--- config.mk ---
export PLATFORM = sky130hd
export DESIGN_NAME = scan_display
export DESIGN_NICKNAME = d
export VERILOG_FILES = /design/src/rtl/scan_display.sv
export SDC_FILE = /design/constraint.sdc
export NUM_CORES = 1
export LEC_CHECK = 0
export CAP_MARGIN = 20
export CORE_ASPECT_RATIO = 1.25
export CORE_MARGIN = 2
export CORE_UTILIZATION = 40
export CTS_BUF_LIST = sky130_fd_sc_hd__clkbuf_2
export CTS_CLUSTER_DIAMETER = 30
export CTS_CLUSTER_SIZE = 25
export DETAILED_ROUTE_END_ITERATION = 10
export DONT_BUFFER_PORTS = 1
export HOLD_SLACK_MARGIN = 0.02
export PLACE_DENSITY = 0.56
export SKIP_CTS_REPAIR_TIMING = 1
export SYNTH_ARGS = -nofsm -noshare
export SYNTH_HDL_FRONTEND = slang
export SYNTH_SLANG_ARGS = --single-unit
--- constraint.sdc ---
create_clock -name clk -period 2.4 [get_ports clk]
set_input_delay 0.36 -clock clk [delete_from_list [all_inputs] [get_ports clk]]
set_output_delay 0.36 -clock clk [all_outputs]
set_load 0.1 [all_outputs]
--- src/rtl/scan_display.sv ---
// ============================================================================
// scan_display
// ----------------------------------------------------------------------------
// Multiplexed seven-segment display driver. N_DIGITS hex digits, each with
// an enable and a decimal point, share one active-low segment bus. Each
// digit also has its own active-low anode line. The scan rate comes from an
// internal prescaler. All inputs are copied into shadow registers once per
// frame, so a frame never mixes old and new values.
//
// Optional feature: define SCAN_DISPLAY_BLINK_EN to enable per-digit
// blinking. The blink phase toggles every BLINK_FRAMES frames. Without the
// macro the blink port is accepted but ignored.
//
// Parameters:
//   N_DIGITS     number of digits (1..8)
//   SCAN_DIV     clk cycles each digit stays selected (>= 1)
//   BLINK_FRAMES frames per blink half-period (>= 1, blink build only)
//
// Ports:
//   clk          system clock, rising edge
//   rst          asynchronous active-high reset
//   digits       digit i value on [4i+3:4i], digit 0 rightmost
//   enables      per-digit lit enable
//   dps          per-digit decimal point enable
//   blink        per-digit blink request
//   seg          {a,b,c,d,e,f,g}, active-low
//   dp           decimal point, active-low
//   an           anode selects, active-low, at most one low
//   frame_start  one-cycle pulse in the cycle after the shadow registers load
// ============================================================================
module scan_display #(
    parameter int N_DIGITS     = 4,
    parameter int SCAN_DIV     = 4,
    parameter int BLINK_FRAMES = 64
) (
    input  logic                  clk,
    input  logic                  rst,
    input  logic [4*N_DIGITS-1:0] digits,
    input  logic [N_DIGITS-1:0]   enables,
    input  logic [N_DIGITS-1:0]   dps,
    input  logic [N_DIGITS-1:0]   blink,
    output logic [6:0]            seg,
    output logic                  dp,
    output logic [N_DIGITS-1:0]   an,
    output logic                  frame_start
);

    localparam int PW = (SCAN_DIV > 1) ? $clog2(SCAN_DIV) : 1;
    localparam int IW = (N_DIGITS > 1) ? $clog2(N_DIGITS) : 1;
    localparam logic [PW-1:0] P_LAST = PW'(SCAN_DIV - 1);
    localparam logic [IW-1:0] I_LAST = IW'(N_DIGITS - 1);

    // Hex to {a..g}, active-low.
    function automatic logic [6:0] hex_decode(input logic [3:0] v);
        logic [6:0] s;
        case (v)
            4'h0: s = 7'b0000001;
            4'h1: s = 7'b1001111;
            4'h2: s = 7'b0010010;
            4'h3: s = 7'b0000110;
            4'h4: s = 7'b1001100;
            4'h5: s = 7'b0100100;
            4'h6: s = 7'b0100000;
            4'h7: s = 7'b0001111;
            4'h8: s = 7'b0000000;
            4'h9: s = 7'b0000100;
            4'hA: s = 7'b0001000;
            4'hB: s = 7'b1100000;
            4'hC: s = 7'b0110001;
            4'hD: s = 7'b1000010;
            4'hE: s = 7'b0110000;
            default: s = 7'b0111000;
        endcase
        return s;
    endfunction

    logic [PW-1:0]           r_pcnt;
    logic [IW-1:0]           r_idx;
    logic [4*N_DIGITS-1:0]   r_sh_digits;
    logic [N_DIGITS-1:0]     r_sh_en;
    logic [N_DIGITS-1:0]     r_sh_dp;
    logic [6:0]              r_seg;
    logic                    r_dp;
    logic [N_DIGITS-1:0]     r_an;
    logic                    r_frame_start;

    logic                    w_tick;
    logic                    w_boundary;
    logic [PW-1:0]           w_pcnt_next;
    logic [IW-1:0]           w_idx_next;
    logic [4*N_DIGITS-1:0]   w_sh_digits_next;
    logic [N_DIGITS-1:0]     w_sh_en_next;
    logic [N_DIGITS-1:0]     w_sh_dp_next;
    logic [3:0]              w_nib [N_DIGITS];
    logic                    w_blank_blink;
    logic                    w_lit;

    assign w_tick      = (r_pcnt == P_LAST);
    assign w_boundary  = w_tick && (r_idx == I_LAST);
    assign w_pcnt_next = w_tick ? '0 : r_pcnt + PW'(1);
    assign w_idx_next  = !w_tick ? r_idx :
                         (r_idx == I_LAST) ? '0 : r_idx + IW'(1);

    assign w_sh_digits_next = w_boundary ? digits  : r_sh_digits;
    assign w_sh_en_next     = w_boundary ? enables : r_sh_en;
    assign w_sh_dp_next     = w_boundary ? dps     : r_sh_dp;

    genvar gi;
    generate
        for (gi = 0; gi < N_DIGITS; gi++) begin : g_nib
            assign w_nib[gi] = w_sh_digits_next[4*gi +: 4];
        end
    endgenerate

`ifdef SCAN_DISPLAY_BLINK_EN
    localparam int FW = (BLINK_FRAMES > 1) ? $clog2(BLINK_FRAMES) : 1;
    localparam logic [FW-1:0] F_LAST = FW'(BLINK_FRAMES - 1);

    logic [FW-1:0]       r_fcnt;
    logic                r_phase;
    logic [N_DIGITS-1:0] r_sh_blink;
    logic                w_fwrap;
    logic                w_phase_next;
    logic [N_DIGITS-1:0] w_sh_blink_next;

    assign w_fwrap         = w_boundary && (r_fcnt == F_LAST);
    assign w_phase_next    = r_phase ^ w_fwrap;
    assign w_sh_blink_next = w_boundary ? blink : r_sh_blink;
    assign w_blank_blink   = w_phase_next && w_sh_blink_next[w_idx_next];

    always_ff @(posedge clk or posedge rst) begin
        if (rst) begin
            r_fcnt     <= '0;
            r_phase    <= 1'b0;
            r_sh_blink <= '0;
        end else begin
            if (w_boundary) begin
                r_fcnt <= w_fwrap ? '0 : r_fcnt + FW'(1);
            end
            r_phase    <= w_phase_next;
            r_sh_blink <= w_sh_blink_next;
        end
    end
`else
    logic w_blink_unused;
    localparam int unused_blink_frames = BLINK_FRAMES;
    assign w_blink_unused = ^blink;
    assign w_blank_blink  = 1'b0;
`endif

    // Output registers use the next slot index and the next shadow contents.
    // The pins then show the slot and frame that the counters are entering.
    // As a result, digit 0 of a newly loaded frame appears together with
    // frame_start.
    assign w_lit = w_sh_en_next[w_idx_next] && !w_blank_blink;

    always_ff @(posedge clk or posedge rst) begin
        if (rst) begin
            r_pcnt        <= '0;
            r_idx         <= '0;
            r_sh_digits   <= '0;
            r_sh_en       <= '0;
            r_sh_dp       <= '0;
            r_seg         <= 7'h7F;
            r_dp          <= 1'b1;
            r_an          <= '1;
            r_frame_start <= 1'b0;
        end else begin
            r_pcnt        <= w_pcnt_next;
            r_idx         <= w_idx_next;
            r_sh_digits   <= w_sh_digits_next;
            r_sh_en       <= w_sh_en_next;
            r_sh_dp       <= w_sh_dp_next;
            r_frame_start <= w_boundary;
            if (w_lit) begin
                r_an  <= ~(N_DIGITS'(1) << w_idx_next);
                r_seg <= hex_decode(w_nib[w_idx_next]);
                r_dp  <= ~w_sh_dp_next[w_idx_next];
            end else begin
                r_an  <= '1;
                r_seg <= 7'h7F;
                r_dp  <= 1'b1;
            end
        end
    end

    assign seg         = r_seg;
    assign dp          = r_dp;
    assign an          = r_an;
    assign frame_start = r_frame_start;

endmodule
==> results_dict.tcl <==
set metrics [dict create \
    status "completed" \
    comb_power_share_pct 9.1 \
    drtAntennaViolNets 0 \
    grt_max_degree 42 \
    slew_headroom_pct 42.6 \
    sequentialPowerShare_pct 60.5 \
    ys.warnings.count 0 \
    synth_edf_count 0 \
    clk_pin_slew_ns 0.24 \
    cts_max_level 2 \
    finalHoldViolCount 0 \
    min_period_ns 2.37 \
    drc_errors 0 \
    critPathRequiredTime_ns 2.71 \
    ys_ff_latch 41 \
    leakage_nw 1.13 \
    via_count 1381 \
    p_int_mw 0.974 \
    grt_pass1_wl_um 7200 \
    antenna_cells 0 \
    vias_per_cell 5.44 \
    cts_sinks 41 \
    core-area_um2 5040 \
    tritoncts "done" \
    drtPass1Iterations 4 \
    r2r_cells 8 \
    end_kind "flop" \
    port_buffers 0 \
    first_iter_violations 50 \
    grt_overflow 0 \
    worst_slack_ns 0.0309 \
    synth_flop_cell "dfrtp_1" \
    floorplan.initialDensity_pct 41.0 \
    syn-num-nets 204 \
    final_common_cell "dfrtp_1" \
    layout-drive-gt1-share_pct 50.5 \
    clockBufferDepth 2 \
    area_growth_pct 22.8 \
    path_cells "buf_12 > ha_4 > o211a_1 > or2_2 > a22o_4 > or2_4 > a211oi_2 > o21ai_1" \
    clock-root-buffer "clkbuf_2" \
    synthCells 165 \
    antenna_found_initial 0 \
    async_reset_ff_share_pct 100 \
    p_sw_mw 0.393 \
    die_h_um 84.4 \
    power_frac_clock_pct 30.4 \
    seq_area_frac_synth_pct 50.4 \
    slowest_delay_ns 0.52 \
    avgSynthCellArea_um2 12.5 \
    p_total_mw 1.37 \
    maxCapViolCount 0 \
    tns_ns 0 \
    finClkSkew_ns 0.0314 \
    die_area_um2 5760 \
    dp_slack_ns -0.102 \
    dp_hpwl_um 3220 \
    ir_worst_vdd_mv 0.274 \
    numCtsBuffers 5 \
    hold_end "r_sh_en[1]" \
    fill_cells 455 \
    switching_share_pct 28.8 \
    hold_path_class "primary input to flop" \
    track_usage_pct 16.8 \
    r2r_end "seg[3]" \
    ff2ff_setup_slack_ns 0.03 \
    wl_per_cell_um 18.2 \
    die_w_um 68.3 \
    final_max_slew_viol_count 0 \
    netlist_area_um2 2070 \
    clock_latency_ns 0.40 \
    wl_um 4620 \
    min_from "enables[1]" \
    grt_pass1_vias 1464 \
    layout.nets 230 \
    min_period_over_period_pct 98.7 \
    ys_types 42 \
    crit_arrival_ns 2.68 \
    worst_slew_pin_slew_ns 0.862 \
    final_area_um2 2540 \
    fin_util_pct 50.3 \
    place.gp.congestion 0.802 \
    startpoint "r_idx[0]" \
    place_area_um2 2220 \
    reg2reg_from "r_idx[0]" \
    placementRows 29 \
    worstSetupStartpointType "flop" \
    crit_fanout 6 \
    grt_setup_unrepaired "true" \
    hold_depth 1 \
    crit_path_top_delay_cell "dfrtp_2" \
    path_class "flop to flop" \
    ios 43 \
    fmax_mhz 422 \
    setup_viol 0 \
    cellPowerDensity_nw_per_um2 539 \
    final_cell_mix "dfrtp_1, mux2_2, buf_4, dfstp_2, nand2_1" \
]
## cells in the mapped netlist (all sizes together) (2+ instances only)
cell | number | area (um^2)
buf | 6 | 38.8
nor3 | 6 | 30.0
dfrtp | 29 | 726
dfstp | 12 | 315
ha | 9 | 113
a22o | 2 | 27.5
or2 | 7 | 46.3
mux2i | 10 | 100
o22ai | 4 | 25.0
nand2 | 10 | 45.0
a221o | 2 | 20.0
inv | 9 | 33.8
mux2 | 25 | 289
and3 | 3 | 18.8
o221ai | 3 | 26.3
a211oi | 2 | 15.0
nor3b | 2 | 15.0
o21ai | 2 | 10.0
nor2 | 6 | 38.8
a21boi | 3 | 22.5
## worst max-delay path by stage
stage,endpoint,slack (ns),cells after the start
detailed placement,seg[3],-0.10,10
CTS,seg[3],-0.17,10
floorplan,seg[3],0.03,13
global placement,seg[3],-0.001,9
global route,seg[3],-0.08,10
finish,seg[3],0.03,8
## cell type report
| class | count | area, um^2 | share of cell area (%) |
|---|---|---|---|
| tap | 62 | 77.6 | 3.06 |
| clock buffer | 6 | 30.0 | 1.18 |
| clock inverter | 2 | 38.8 | 1.53 |
| sequential | 41 | 1040 | 41.1 |
| inverter | 9 | 36.3 | 1.43 |
| multi-input combinational | 110 | 1100 | 43.5 |
| timing repair buffer | 24 | 206 | 8.14 |
## sequential cells by signal, summed over array words and instances, names as in the netlist, 2 cells and up
name	count
an	4
r_idx	2
seg	7
r_sh_en	4
r_sh_digits	16
r_pcnt	2
r_sh_dp	4
## layer usage
| metal | vias to the layer above | part of all wire, % | wire length [um] | global-route usage, % |
|---|---|---|---|---|
| li1 | 647 | - | - | - |
| met1 | 699 | 39 | 1810 | 18.9 |
| met2 | 29 | 55 | 2530 | 28.7 |
| met3 | 6 | 4.7 | 219 | 6.03 |
| met4 | 0 | 1.2 | 56 | 5.82 |
| met5 | - | 0 | 0 | 0 |
## power by group through the flow
stage | registers (mW) | clock network (mW) | logic, mW
floorplan | 0.834 | 0 | 0.0821
global placement | 0.837 | 0 | 0.102
detailed placement | 0.839 | 0 | 0.108
CTS | 0.828 | 0.433 | 0.109
global route | 0.830 | 0.469 | 0.137
finish | 0.827 | 0.416 | 0.125
## per-stage QoR
stage	hold slack (ns)	cells
2_1_floorplan	0.403	165
3_3_place_gp	0.395	235
3_5_place_dp	0.417	235
4_1_cts	-0.0720	243
5_1_grt	0.0286	254
6_report	0.0978	254
## kinds of logic (layout without fill, tap and decap cells)
| logic type | Yosys count | after routing | share of synthesized area, % |
|---|---|---|---|
| DFF | 41 | 41 | 50.4 |
| and+or+nand+nor | 38 | 39 | 11.0 |
| muxes | 35 | 35 | 18.8 |
| AOI/OAI and AO/OA | 27 | 27 | 10.8 |
| buffers and inverters | 15 | 41 | 3.51 |
| adders and majority gates | 9 | 9 | 5.45 |
## worst max-delay path, delay by kind of cell, from the launching register on
kind	cells	cell delay [ns]
AO/OA/AOI/OAI	4	0.83
AND/OR/NAND/NOR	2	0.62
flip-flops	1	0.52
adder cells (fa/ha/maj)	1	0.17
buffers and inverters	1	0.15
Note: power is estimated with default switching activity, not from simulation.
